**src/rtl/mini_src_control_unit.sv**
```systemverilog
// Hardwired Moore control unit for the Mini-SRC datapath: sequences fetch (T0-T2)
// and execute (T3-T6) for ALU, unary, multiply/divide, nop and halt instructions.
module mini_src_control_unit #(
    parameter int unsigned OPC_W = 5
) (
    input  logic             clock,
    input  logic             clear,
    input  logic [OPC_W-1:0] opcode,
    input  logic             mem_ready,
    input  logic             start,
    output logic             PCout,
    output logic             IncPC,
    output logic             PCin,
    output logic             MARin,
    output logic             Read,
    output logic             MDRin,
    output logic             MDRout,
    output logic             IRin,
    output logic             Gra,
    output logic             Grb,
    output logic             Grc,
    output logic             Rin,
    output logic             Rout,
    output logic             Yin,
    output logic             Zin,
    output logic             Zlowout,
    output logic             Zhighout,
    output logic             HIin,
    output logic             LOin,
    output logic [OPC_W-1:0] alu_op,
    output logic             run,
    output logic             illegal_op
);

    typedef enum logic [3:0] {
        StReset, StT0, StT1, StT2, StT3, StT4, StT5, StT6, StHalt
    } state_e;

    typedef enum logic [2:0] {
        ClsAlu3, ClsUnary, ClsMulDiv, ClsNop, ClsHalt, ClsIllegal
    } cls_e;

    state_e           state_q, state_d;
    logic [OPC_W-1:0] opc_q;
    logic             start_q;
    cls_e             cls;

    // State, latched opcode and previous start level for edge detection.
    always_ff @(posedge clock or negedge clear) begin
        if (!clear) begin
            state_q <= StReset;
            opc_q   <= '0;
            start_q <= 1'b0;
        end else begin
            state_q <= state_d;
            start_q <= start;
            // IR becomes valid after T2, so this is the only edge the opcode is taken.
            if (state_q == StT2) begin
                opc_q <= opcode;
            end
        end
    end

    // Classify the latched opcode.
    always_comb begin
        cls = ClsIllegal;
        case (opc_q)
            OPC_W'(5'b00011), OPC_W'(5'b00100), OPC_W'(5'b00101),
            OPC_W'(5'b00110), OPC_W'(5'b00111), OPC_W'(5'b01001): cls = ClsAlu3;
            OPC_W'(5'b10001), OPC_W'(5'b10010):                   cls = ClsUnary;
            OPC_W'(5'b01111), OPC_W'(5'b10000):                   cls = ClsMulDiv;
            OPC_W'(5'b11010):                                     cls = ClsNop;
            OPC_W'(5'b11011):                                     cls = ClsHalt;
            default:                                              cls = ClsIllegal;
        endcase
    end

    assign run = (state_q != StReset) && (state_q != StHalt);

    // Next-state and control outputs; everything defaults to inactive.
    always_comb begin
        state_d    = state_q;
        PCout      = 1'b0;
        IncPC      = 1'b0;
        PCin       = 1'b0;
        MARin      = 1'b0;
        Read       = 1'b0;
        MDRin      = 1'b0;
        MDRout     = 1'b0;
        IRin       = 1'b0;
        Gra        = 1'b0;
        Grb        = 1'b0;
        Grc        = 1'b0;
        Rin        = 1'b0;
        Rout       = 1'b0;
        Yin        = 1'b0;
        Zin        = 1'b0;
        Zlowout    = 1'b0;
        Zhighout   = 1'b0;
        HIin       = 1'b0;
        LOin       = 1'b0;
        alu_op     = '0;
        illegal_op = 1'b0;
        unique case (state_q)
            StReset: state_d = StT0;
            StT0: begin
                PCout   = 1'b1;
                MARin   = 1'b1;
                IncPC   = 1'b1;
                Zin     = 1'b1;
                state_d = StT1;
            end
            StT1: begin
                Zlowout = 1'b1;
                Read    = 1'b1;
                MDRin   = 1'b1;
                // PC loads only on the exiting cycle so wait states cannot re-increment it.
                if (mem_ready) begin
                    PCin    = 1'b1;
                    state_d = StT2;
                end
            end
            StT2: begin
                MDRout  = 1'b1;
                IRin    = 1'b1;
                state_d = StT3;
            end
            StT3: begin
                case (cls)
                    ClsAlu3: begin
                        Grb = 1'b1; Rout = 1'b1; Yin = 1'b1;
                        state_d = StT4;
                    end
                    ClsUnary: begin
                        Grb = 1'b1; Rout = 1'b1; Zin = 1'b1; alu_op = opc_q;
                        state_d = StT4;
                    end
                    ClsMulDiv: begin
                        Gra = 1'b1; Rout = 1'b1; Yin = 1'b1;
                        state_d = StT4;
                    end
                    ClsNop:  state_d = StT0;
                    ClsHalt: state_d = StHalt;
                    default: begin
                        illegal_op = 1'b1;
                        state_d    = StT0;
                    end
                endcase
            end
            StT4: begin
                state_d = StT0;
                case (cls)
                    ClsAlu3: begin
                        Grc = 1'b1; Rout = 1'b1; Zin = 1'b1; alu_op = opc_q;
                        state_d = StT5;
                    end
                    ClsUnary: begin
                        Zlowout = 1'b1; Gra = 1'b1; Rin = 1'b1;
                    end
                    ClsMulDiv: begin
                        Grb = 1'b1; Rout = 1'b1; Zin = 1'b1; alu_op = opc_q;
                        state_d = StT5;
                    end
                    default: ;
                endcase
            end
            StT5: begin
                state_d = StT0;
                case (cls)
                    ClsAlu3: begin
                        Zlowout = 1'b1; Gra = 1'b1; Rin = 1'b1;
                    end
                    ClsMulDiv: begin
                        Zlowout = 1'b1; LOin = 1'b1;
                        state_d = StT6;
                    end
                    default: ;
                endcase
            end
            StT6: begin
                Zhighout = 1'b1;
                HIin     = 1'b1;
                state_d  = StT0;
            end
            StHalt: begin
                // Rising edge only, so a held start restarts once.
                if (start && !start_q) begin
                    state_d = StT0;
                end
            end
            default: state_d = StReset;
        endcase
    end

endmodule

```
**config.mk**
```make
export PLATFORM = sky130hd
export DESIGN_NAME = mini_src_control_unit
export DESIGN_NICKNAME = d
export VERILOG_FILES = /design/src/rtl/mini_src_control_unit.sv
export SDC_FILE = /design/constraint.sdc
export NUM_CORES = 1
export LEC_CHECK = 0
export BUFFER_PORTS_ARGS = -buffer_cell sky130_fd_sc_hd__buf_2
export CAP_MARGIN = 20
export CORE_MARGIN = 5
export CORE_UTILIZATION = 40
export DETAILED_ROUTE_END_ITERATION = 12
export GPL_ROUTABILITY_DRIVEN = 0
export PLACE_DENSITY = 0.69
export SYNTH_ARGS = -nofsm -noshare
export SYNTH_HDL_FRONTEND = slang
export SYNTH_SLANG_ARGS = --single-unit
```
**constraint.sdc**
```tcl
create_clock -name clock -period 1.7 [get_ports clock]
set_input_delay 0.255 -clock clock [delete_from_list [all_inputs] [get_ports clock]]
set_output_delay 0.255 -clock clock [all_outputs]
set_load 0.1 [all_outputs]
```
==> results of run 1 <==
-- stage by stage --
stage / instances / setup TNS [ns] / hold slack [ns] / setup WS [ns]
2_1_floorplan: 114 / -12.27 / -0.0406 / -0.841
3_3_place_gp: 207 / -3.81 / 0.126 / -0.351
3_5_place_dp: 207 / -4.66 / 0.127 / -0.419
4_1_cts: 225 / -8.45 / 0.104 / -0.604
-- timing repair --
| item | 4_1_cts |
|---|---|
| setup endpoints to repair | 28 |
| setup buffers | 14 |
| pin swaps | 15 |
| hold buffers | 1 |
| gates resized for setup | 31 |
| endpoints found under the hold margin | 10 |
-- Yosys cell counts (2+ instances only) --
cell type / n / area [sq um]
nor2b_1: 5 / 31.3
buf_4: 5 / 37.5
o21ai_0: 5 / 25.0
clkbuf_1: 3 / 11.3
a21o_1: 2 / 15.0
nand2b_1: 7 / 43.8
buf_2: 4 / 20.0
and3_1: 2 / 12.5
o31ai_1: 2 / 15.0
nor3_2: 2 / 20.0
a21oi_1: 4 / 20.0
o32ai_1: 2 / 17.5
a31oi_1: 2 / 12.5
nand2_1: 5 / 18.8
nor3_1: 6 / 30.0
inv_1: 2 / 7.51
mux2_2: 5 / 56.3
or3_1: 2 / 12.5
and2_1: 3 / 18.8
buf_6: 2 / 22.5
xnor2_1: 2 / 17.5
dfrtp_1: 10 / 250
nor2_1: 9 / 33.8
-- logic make-up after synthesis --
logic type      share of synthesized area [%]
compound gates                           22.6
xor+xnor                                 2.65
fa+ha+maj                                1.01
flops                                    25.2
mux                                      5.67
simple gates                             32.9
buf+inv                                  9.96
==> flow_metrics.tcl, run 1 <==
set metrics [dict create \
    status "aborted with a tool error" \
    lastStage "5_1_grt" \
    toolErrorMsg "[ERROR DPL-0038] Utilization greater than 100%, impossible to legalize" \
    die_y_microns 59.8 \
    synth_cell_types 46 \
    postGrtWorstEndpoint "Grb" \
    portBuffers 34 \
    synth-async-reset-ratio_pct 100 \
    synth_cells 114 \
    grt_max_degree 16 \
    clock_sinks 10 \
    die_x_microns 59.8 \
    cts_made_buffers 3 \
    yosys_warnings 0 \
    initial_utilization_pct 40.8 \
    clockBufferDepth 2 \
    avgSynthCellArea_sq_um 8.70 \
    synth_seq_cells 10 \
    ios 35 \
    endpoint_type "primary output" \
    ys_seq_area_share_pct 25.2 \
    hpwl_microns 2870 \
    syn-num-nets 123 \
    syn_area_sq_um 992 \
    cts-root-buf "clkbuf_4" \
    fp-row-count 18 \
    htree_levels 1 \
    synth-edff-count 0 \
    placed_cell_area_sq_um 2070 \
    synth_ff_type "dfrtp_1" \
]
==> inputs of run 2 (changes only) <==
--- a/config.mk
+++ b/config.mk
@@ -8,10 +8,10 @@
 export BUFFER_PORTS_ARGS = -buffer_cell sky130_fd_sc_hd__buf_2
 export CAP_MARGIN = 20
 export CORE_MARGIN = 5
-export CORE_UTILIZATION = 40
+export CORE_UTILIZATION = 25
 export DETAILED_ROUTE_END_ITERATION = 12
 export GPL_ROUTABILITY_DRIVEN = 0
-export PLACE_DENSITY = 0.69
+export PLACE_DENSITY_LB_ADDON = 0.15
 export SYNTH_ARGS = -nofsm -noshare
 export SYNTH_HDL_FRONTEND = slang
 export SYNTH_SLANG_ARGS = --single-unit
==> constraint.sdc (replaced) <==
create_clock -name clock -period 2.2 [get_ports clock]
set_input_delay 0.33 -clock clock [delete_from_list [all_inputs] [get_ports clock]]
set_output_delay 0.33 -clock clock [all_outputs]
set_load 0.1 [all_outputs]
==> run 2 against run 1 <==
Compared with the run above: the flow now finishes, with violations (setup timing); synthesized cell count unchanged; synthesized area is the same.
==> flow_metrics.tcl, run 2 <==
set metrics [dict create \
    start_kind "register" \
    synth_cells 114 \
    htree_levels 1 \
    period_needed_ns 2.34 \
    postLayoutCoreUtil_pct 53.6 \
    syn_area_sq_um 992 \
    drtPass1Iterations 4 \
    violations "setup timing" \
    grt_pass1_wl_microns 5260 \
    die_x_microns 73 \
    post_drt_wl_per_cell_microns 14.2 \
    fmaxAchievable_mhz 427 \
    crit_required_ns 1.87 \
    ys_seq_area_share_pct 25.2 \
    synth_top_cell_by_area "dfrtp_1" \
    rsz0062_at_grt "yes" \
    critPathKind "reg2out" \
    crit_fanout 8 \
    vias 1062 \
    finalClockSkew_ns 0.00289 \
    grtUsageTotal_pct 12.4 \
    end_kind "output port" \
    yosys_warnings 0 \
    status "finished with violations" \
    drt-initial-drc-count 53 \
    synth_common_cells "dfrtp_1 (10), nor2_1 (9), nand2b_1 (7), nor3_1 (6)" \
    via_per_inst 4.81 \
    hpwl_microns 2580 \
    avgSynthCellArea_sq_um 8.70 \
    wl_microns 3150 \
    multi_input_area_sq_um 903 \
    synthTopCellsByArea "dfrtp_1 (25%), mux2_2 (5.7%), nand2b_1 (4.4%)" \
    antenna_cells 0 \
    largest_reg_flops 5 \
    final_max_slew_viol_count 0 \
    ios 35 \
    regMostFlops "opc_q" \
    crit_chain "a21boi_2 -> o211a_4 -> o22ai_4 -> or3b_4 -> a21oi_4 -> buf_12" \
    hold_class "in2reg" \
    synth-async-reset-ratio_pct 100 \
    r2r_start "opc_q[1]" \
    remaining_drc_errors 0 \
    cts.clk_slew.worst_paths_ns 0.05 \
    antenna_found_initial 0 \
    grt_overflow 0 \
    synth_seq_cells 10 \
    reg.largest.list "opc_q (5), state_q (4), start_q (1)" \
    clkLatencyLatePin_ns 0.23 \
    final_hold_viol_count 0 \
    die_y_microns 73 \
    max_slew_margin_pct 62.7 \
    fp-row-count 23 \
    cpMaxStageDelayCell "dfrtp_2" \
    syn-num-nets 123 \
    crit_buf_inv 1 \
    clockBufferDepth 2 \
    critPathTopFamily "compound AO/OA/AOI/OAI gates" \
    final_common_cell "buf_4" \
    synth_cell_types 46 \
    grt_max_degree 12 \
    yosysMostFrequentCell "dfrtp_1" \
    setup_viol 12 \
    synth_ff_type "dfrtp_1" \
    cp_data_arrival_time_ns 2.01 \
    worstSetupStartpoint "opc_q[3]" \
    clock_sinks 10 \
    layout_common_cells "buf_4 (29), buf_12 (26), buf_2 (9), dfrtp_1 (7), nor2_1 (6)" \
    core_sq_um 3910 \
    portBuffers 34 \
    drive_gt1_share_pct 69.0 \
    grt_pass1_vias 1135 \
    slowest_delay_ns 0.45 \
    initial_utilization_pct 25.4 \
    nets 181 \
    hp-start "start" \
    area_growth_pct 111 \
    die_area_sq_um 5330 \
    tightest_slew_ns 0.557 \
    cts_made_buffers 3 \
    synth_top_area_share_pct 25.2 \
    fin_crit_sh_pct 106 \
    setup_ws_ns -0.142 \
    synth-edff-count 0 \
    seqCellArea_sq_um 254 \
    fin_setup_tns_ns -0.708 \
    cts_tree "yes" \
    cts-root-buf "clkbuf_8" \
    fill_cells 359 \
    max_cap_viol_count 0 \
    detail-route-antenna-nets 0 \
]
==> run 2: cell counts after synthesis <==
Identical to the previous run, type by type.
==> run 2: final timing paths <==
kind / to / slack [ns] / cells after the start
min in group asynchronous: state_q[2] / 0.49 / 2
hold reg to reg: opc_q[4] / 0.60 / 1
setup / recovery: Grb / -0.14 / 6
max in group asynchronous: opc_q[3] / 1.50 / 2
hold / removal: start_q / 0.22 / 1
setup reg to reg: state_q[0] / 0.49 / 7
==> run 2: cell type report <==
class                   instances  area share (%)
well taps                      50            2.98
repair buffers                 67            38.9
multi-input cells              88            43.1
clock buffers                   4            2.62
flip-flops and latches         10            12.1
inverters                       2           0.358
==> run 2: cell families after synthesis <==
kind of cell | Yosys count | share of synthesized area (%)
adders and majority gates | 1 | 1.01
xor gates and xnor gates | 3 | 2.65
buffers and inverters | 16 | 9.96
DFF | 10 | 25.2
AOI/OAI and AO/OA | 28 | 22.6
and+or+nand+nor | 51 | 32.9
muxes | 5 | 5.67
==> run 2: stage by stage <==
step                      cells  worst slack (ns)  area (sq um)  hold WS [ns]
after floorplan             114            -0.416          1260        0.0344
after global placement      205           0.00744          1870         0.199
after detailed placement    205          -0.00669          1870         0.205
after CTS                   221            -0.145          2090         0.212
after global routing        221            -0.210          2100         0.211
final                       221            -0.142          2100         0.215
==> run 2: per-layer routing <==
metal	wire, microns	up-vias	track usage, %
met5	0	-	0
met4	8	0	4.30
met3	203	2	1.93
met2	1680	38	21.7
met1	1250	498	15.3
li1	-	524	-
==> run 2: what timing repair did <==
action / 4_1_cts / 5_1_grt
setup buffers: 11 / 0
resized for setup: 12 / 2
hold endpoints to repair: 10 / 0
setup endpoints to repair: 13 / 14
pin swaps: 7 / 2
hold buffers: 1 / 0
Power of run 2 is not shown: default switching activity piles up to over one toggle a cycle in this logic, so the estimate is an artifact.
==> inputs of run 3 (changes only) <==
--- a/config.mk
+++ b/config.mk
@@ -9,6 +9,7 @@
 export CAP_MARGIN = 20
 export CORE_MARGIN = 5
 export CORE_UTILIZATION = 25
+export CTS_BUF_LIST = sky130_fd_sc_hd__clkbuf_4
 export DETAILED_ROUTE_END_ITERATION = 12
 export GPL_ROUTABILITY_DRIVEN = 0
 export PLACE_DENSITY_LB_ADDON = 0.15
==> run 3 against run 2 <==
Compared with the run above: the flow still finishes with violations (setup timing); sequential share of layout area increased by 0.11 points; final area fell by 0.89%; die area unchanged; fmax fell by 1.4%; non-clock buffer count rose by 1; count of clock-buffer cells in the layout is 1 lower; worst hold slack got worse by 0.026 ns; clock skew decreased by 0.0022 ns; sequential cell count is the same; critical path depth stayed put; core utilization shrank 0.48 points; critical path type unchanged; critical endpoint unchanged.
==> flow_metrics.tcl, run 3 (synthesis gave the netlist of run 2 again) <==
set metrics [dict create \
    max_cap_viol_count 0 \
    die_x_microns 73 \
    worstSetupStartpoint "opc_q[3]" \
    critPathKind "reg2out" \
    seqCellArea_sq_um 254 \
    fmaxAchievable_mhz 421 \
    met2_length_microns 1710 \
    grt_pass1_vias 1140 \
    cts_tree "yes" \
    drtPass1Iterations 4 \
    tightest_slew_ns 0.555 \
    portBuffers 34 \
    rr_worst_depth 7 \
    path_depth 6 \
    htree_levels 1 \
    antenna_cells 0 \
    crit_required_ns 1.87 \
    hpwl_microns 2580 \
    timing.rr.end "state_q[0]" \
    core_sq_um 3910 \
    nets 182 \
    slowest_delay_ns 0.45 \
    status "finished with violations" \
    cp_data_arrival_time_ns 2.04 \
    maxUsedRoutingLayer "met4" \
    crit_chain "a21boi_2 -> o211a_4 -> o22ai_4 -> or3b_4 -> a21oi_4 -> buf_12" \
    wl_microns 3160 \
    grt_pass1_wl_microns 5260 \
    post_drt_wl_per_cell_microns 14.2 \
    drive_gt1_share_pct 69.2 \
    end_kind "output port" \
    die_area_sq_um 5330 \
    area_growth_pct 110 \
    hp-start "start" \
    vias 1057 \
    fin_setup_tns_ns -1.12 \
    cts.clk_slew.worst_paths_ns 0.06 \
    rsz0062_at_grt "yes" \
    grt_max_degree 12 \
    grt_overflow 0 \
    setup_viol 12 \
    period_needed_ns 2.37 \
    clockBufferDepth 2 \
    endpoint "Grb" \
    fill_cells 360 \
    cts-root-buf "clkbuf_4" \
    regMostFlops "opc_q" \
    drt-initial-drc-count 38 \
    remaining_drc_errors 0 \
    initial_utilization_pct 25.4 \
    final_common_cell "buf_4" \
    die_y_microns 73 \
    hold_class "in2reg" \
    postLayoutCoreUtil_pct 53.1 \
    cts_made_buffers 3 \
    antenna_found_initial 0 \
    max_slew_margin_pct 62.9 \
    largest_reg_flops 5 \
    start_kind "register" \
    grtUsageTotal_pct 12.4 \
    detail-route-antenna-nets 0 \
    fin_crit_sh_pct 108 \
    r2r_setup_slack_ns 0.47 \
    final_max_slew_viol_count 0 \
    reg.largest.list "opc_q (5), state_q (4), start_q (1)" \
    multi_input_area_sq_um 906 \
    violations "setup timing" \
    via_per_inst 4.76 \
    finalClockSkew_ns 0.000708 \
    clock_sinks 10 \
    m1WireLength_microns 1240 \
    fp-row-count 23 \
    cpMaxStageDelayCell "dfrtp_2" \
    ios 35 \
    final_hold_viol_count 0 \
    route.met3.wl_microns 188 \
    layout_common_cells "buf_4 (30), buf_12 (26), buf_2 (9), dfrtp_1 (7)" \
    crit_buf_inv 1 \
    crit_fanout 8 \
    r2r_start "opc_q[1]" \
    setup_ws_ns -0.174 \
    critPathTopFamily "compound AO/OA/AOI/OAI gates" \
    clkLatencyLatePin_ns 0.26 \
]
## run 3: worst register-to-register path: cells and delay by family, from the launching register on
kind	cells	cell delay, ns
AO/OA/AOI/OAI	4	0.57
buffers and inverters	2	0.30
AND/OR/NAND/NOR	1	0.29
flip-flops	1	0.45
## run 3: worst min path at each step
stage / end / slack (ns) / depth (start not counted)
after CTS: start_q / 0.18 / 1
after global placement: opc_q[3] / 0.20 / 1
after floorplan: opc_q[0] / 0.03 / 0
final: start_q / 0.19 / 1
after global routing: start_q / 0.18 / 1
after detailed placement: opc_q[2] / 0.21 / 1
## run 3: layer usage
metal	global-route usage [%]	vias up
met2	21.7	34
met3	1.93	4
li1	-	525
met1	15.3	494
met4	4.30	0
met5	0	-
## run 3: stage by stage
| step | area [sq um] | hold slack [ns] | cells | setup WS [ns] |
|---|---|---|---|---|
| 3_3_place_gp | 1870 | 0.199 | 205 | 0.00744 |
| 6_report | 2080 | 0.189 | 222 | -0.174 |
| 3_5_place_dp | 1870 | 0.205 | 205 | -0.00669 |
| 2_1_floorplan | 1260 | 0.0344 | 114 | -0.416 |
| 5_1_grt | 2080 | 0.175 | 222 | -0.252 |
| 4_1_cts | 2070 | 0.180 | 221 | -0.184 |
## run 3: final cells by class
class	instances	share of cell area, %
multi-input cells	88	43.6
well taps	50	3.01
inverters	2	0.361
clock buffers	3	1.08
repair buffers	68	39.6
flip-flops and latches	10	12.2
clock inverters	1	0.181
## run 3: timing repair
| action | CTS | global route |
|---|---|---|
| setup buffers | 11 | 1 |
| setup endpoints to repair | 14 | 15 |
| hold buffers | 1 | 0 |
| pin swaps | 6 | 3 |
| hold endpoints to repair | 10 | 0 |
| resized for setup | 12 | 3 |
Power of run 3 is left out for the same reason.
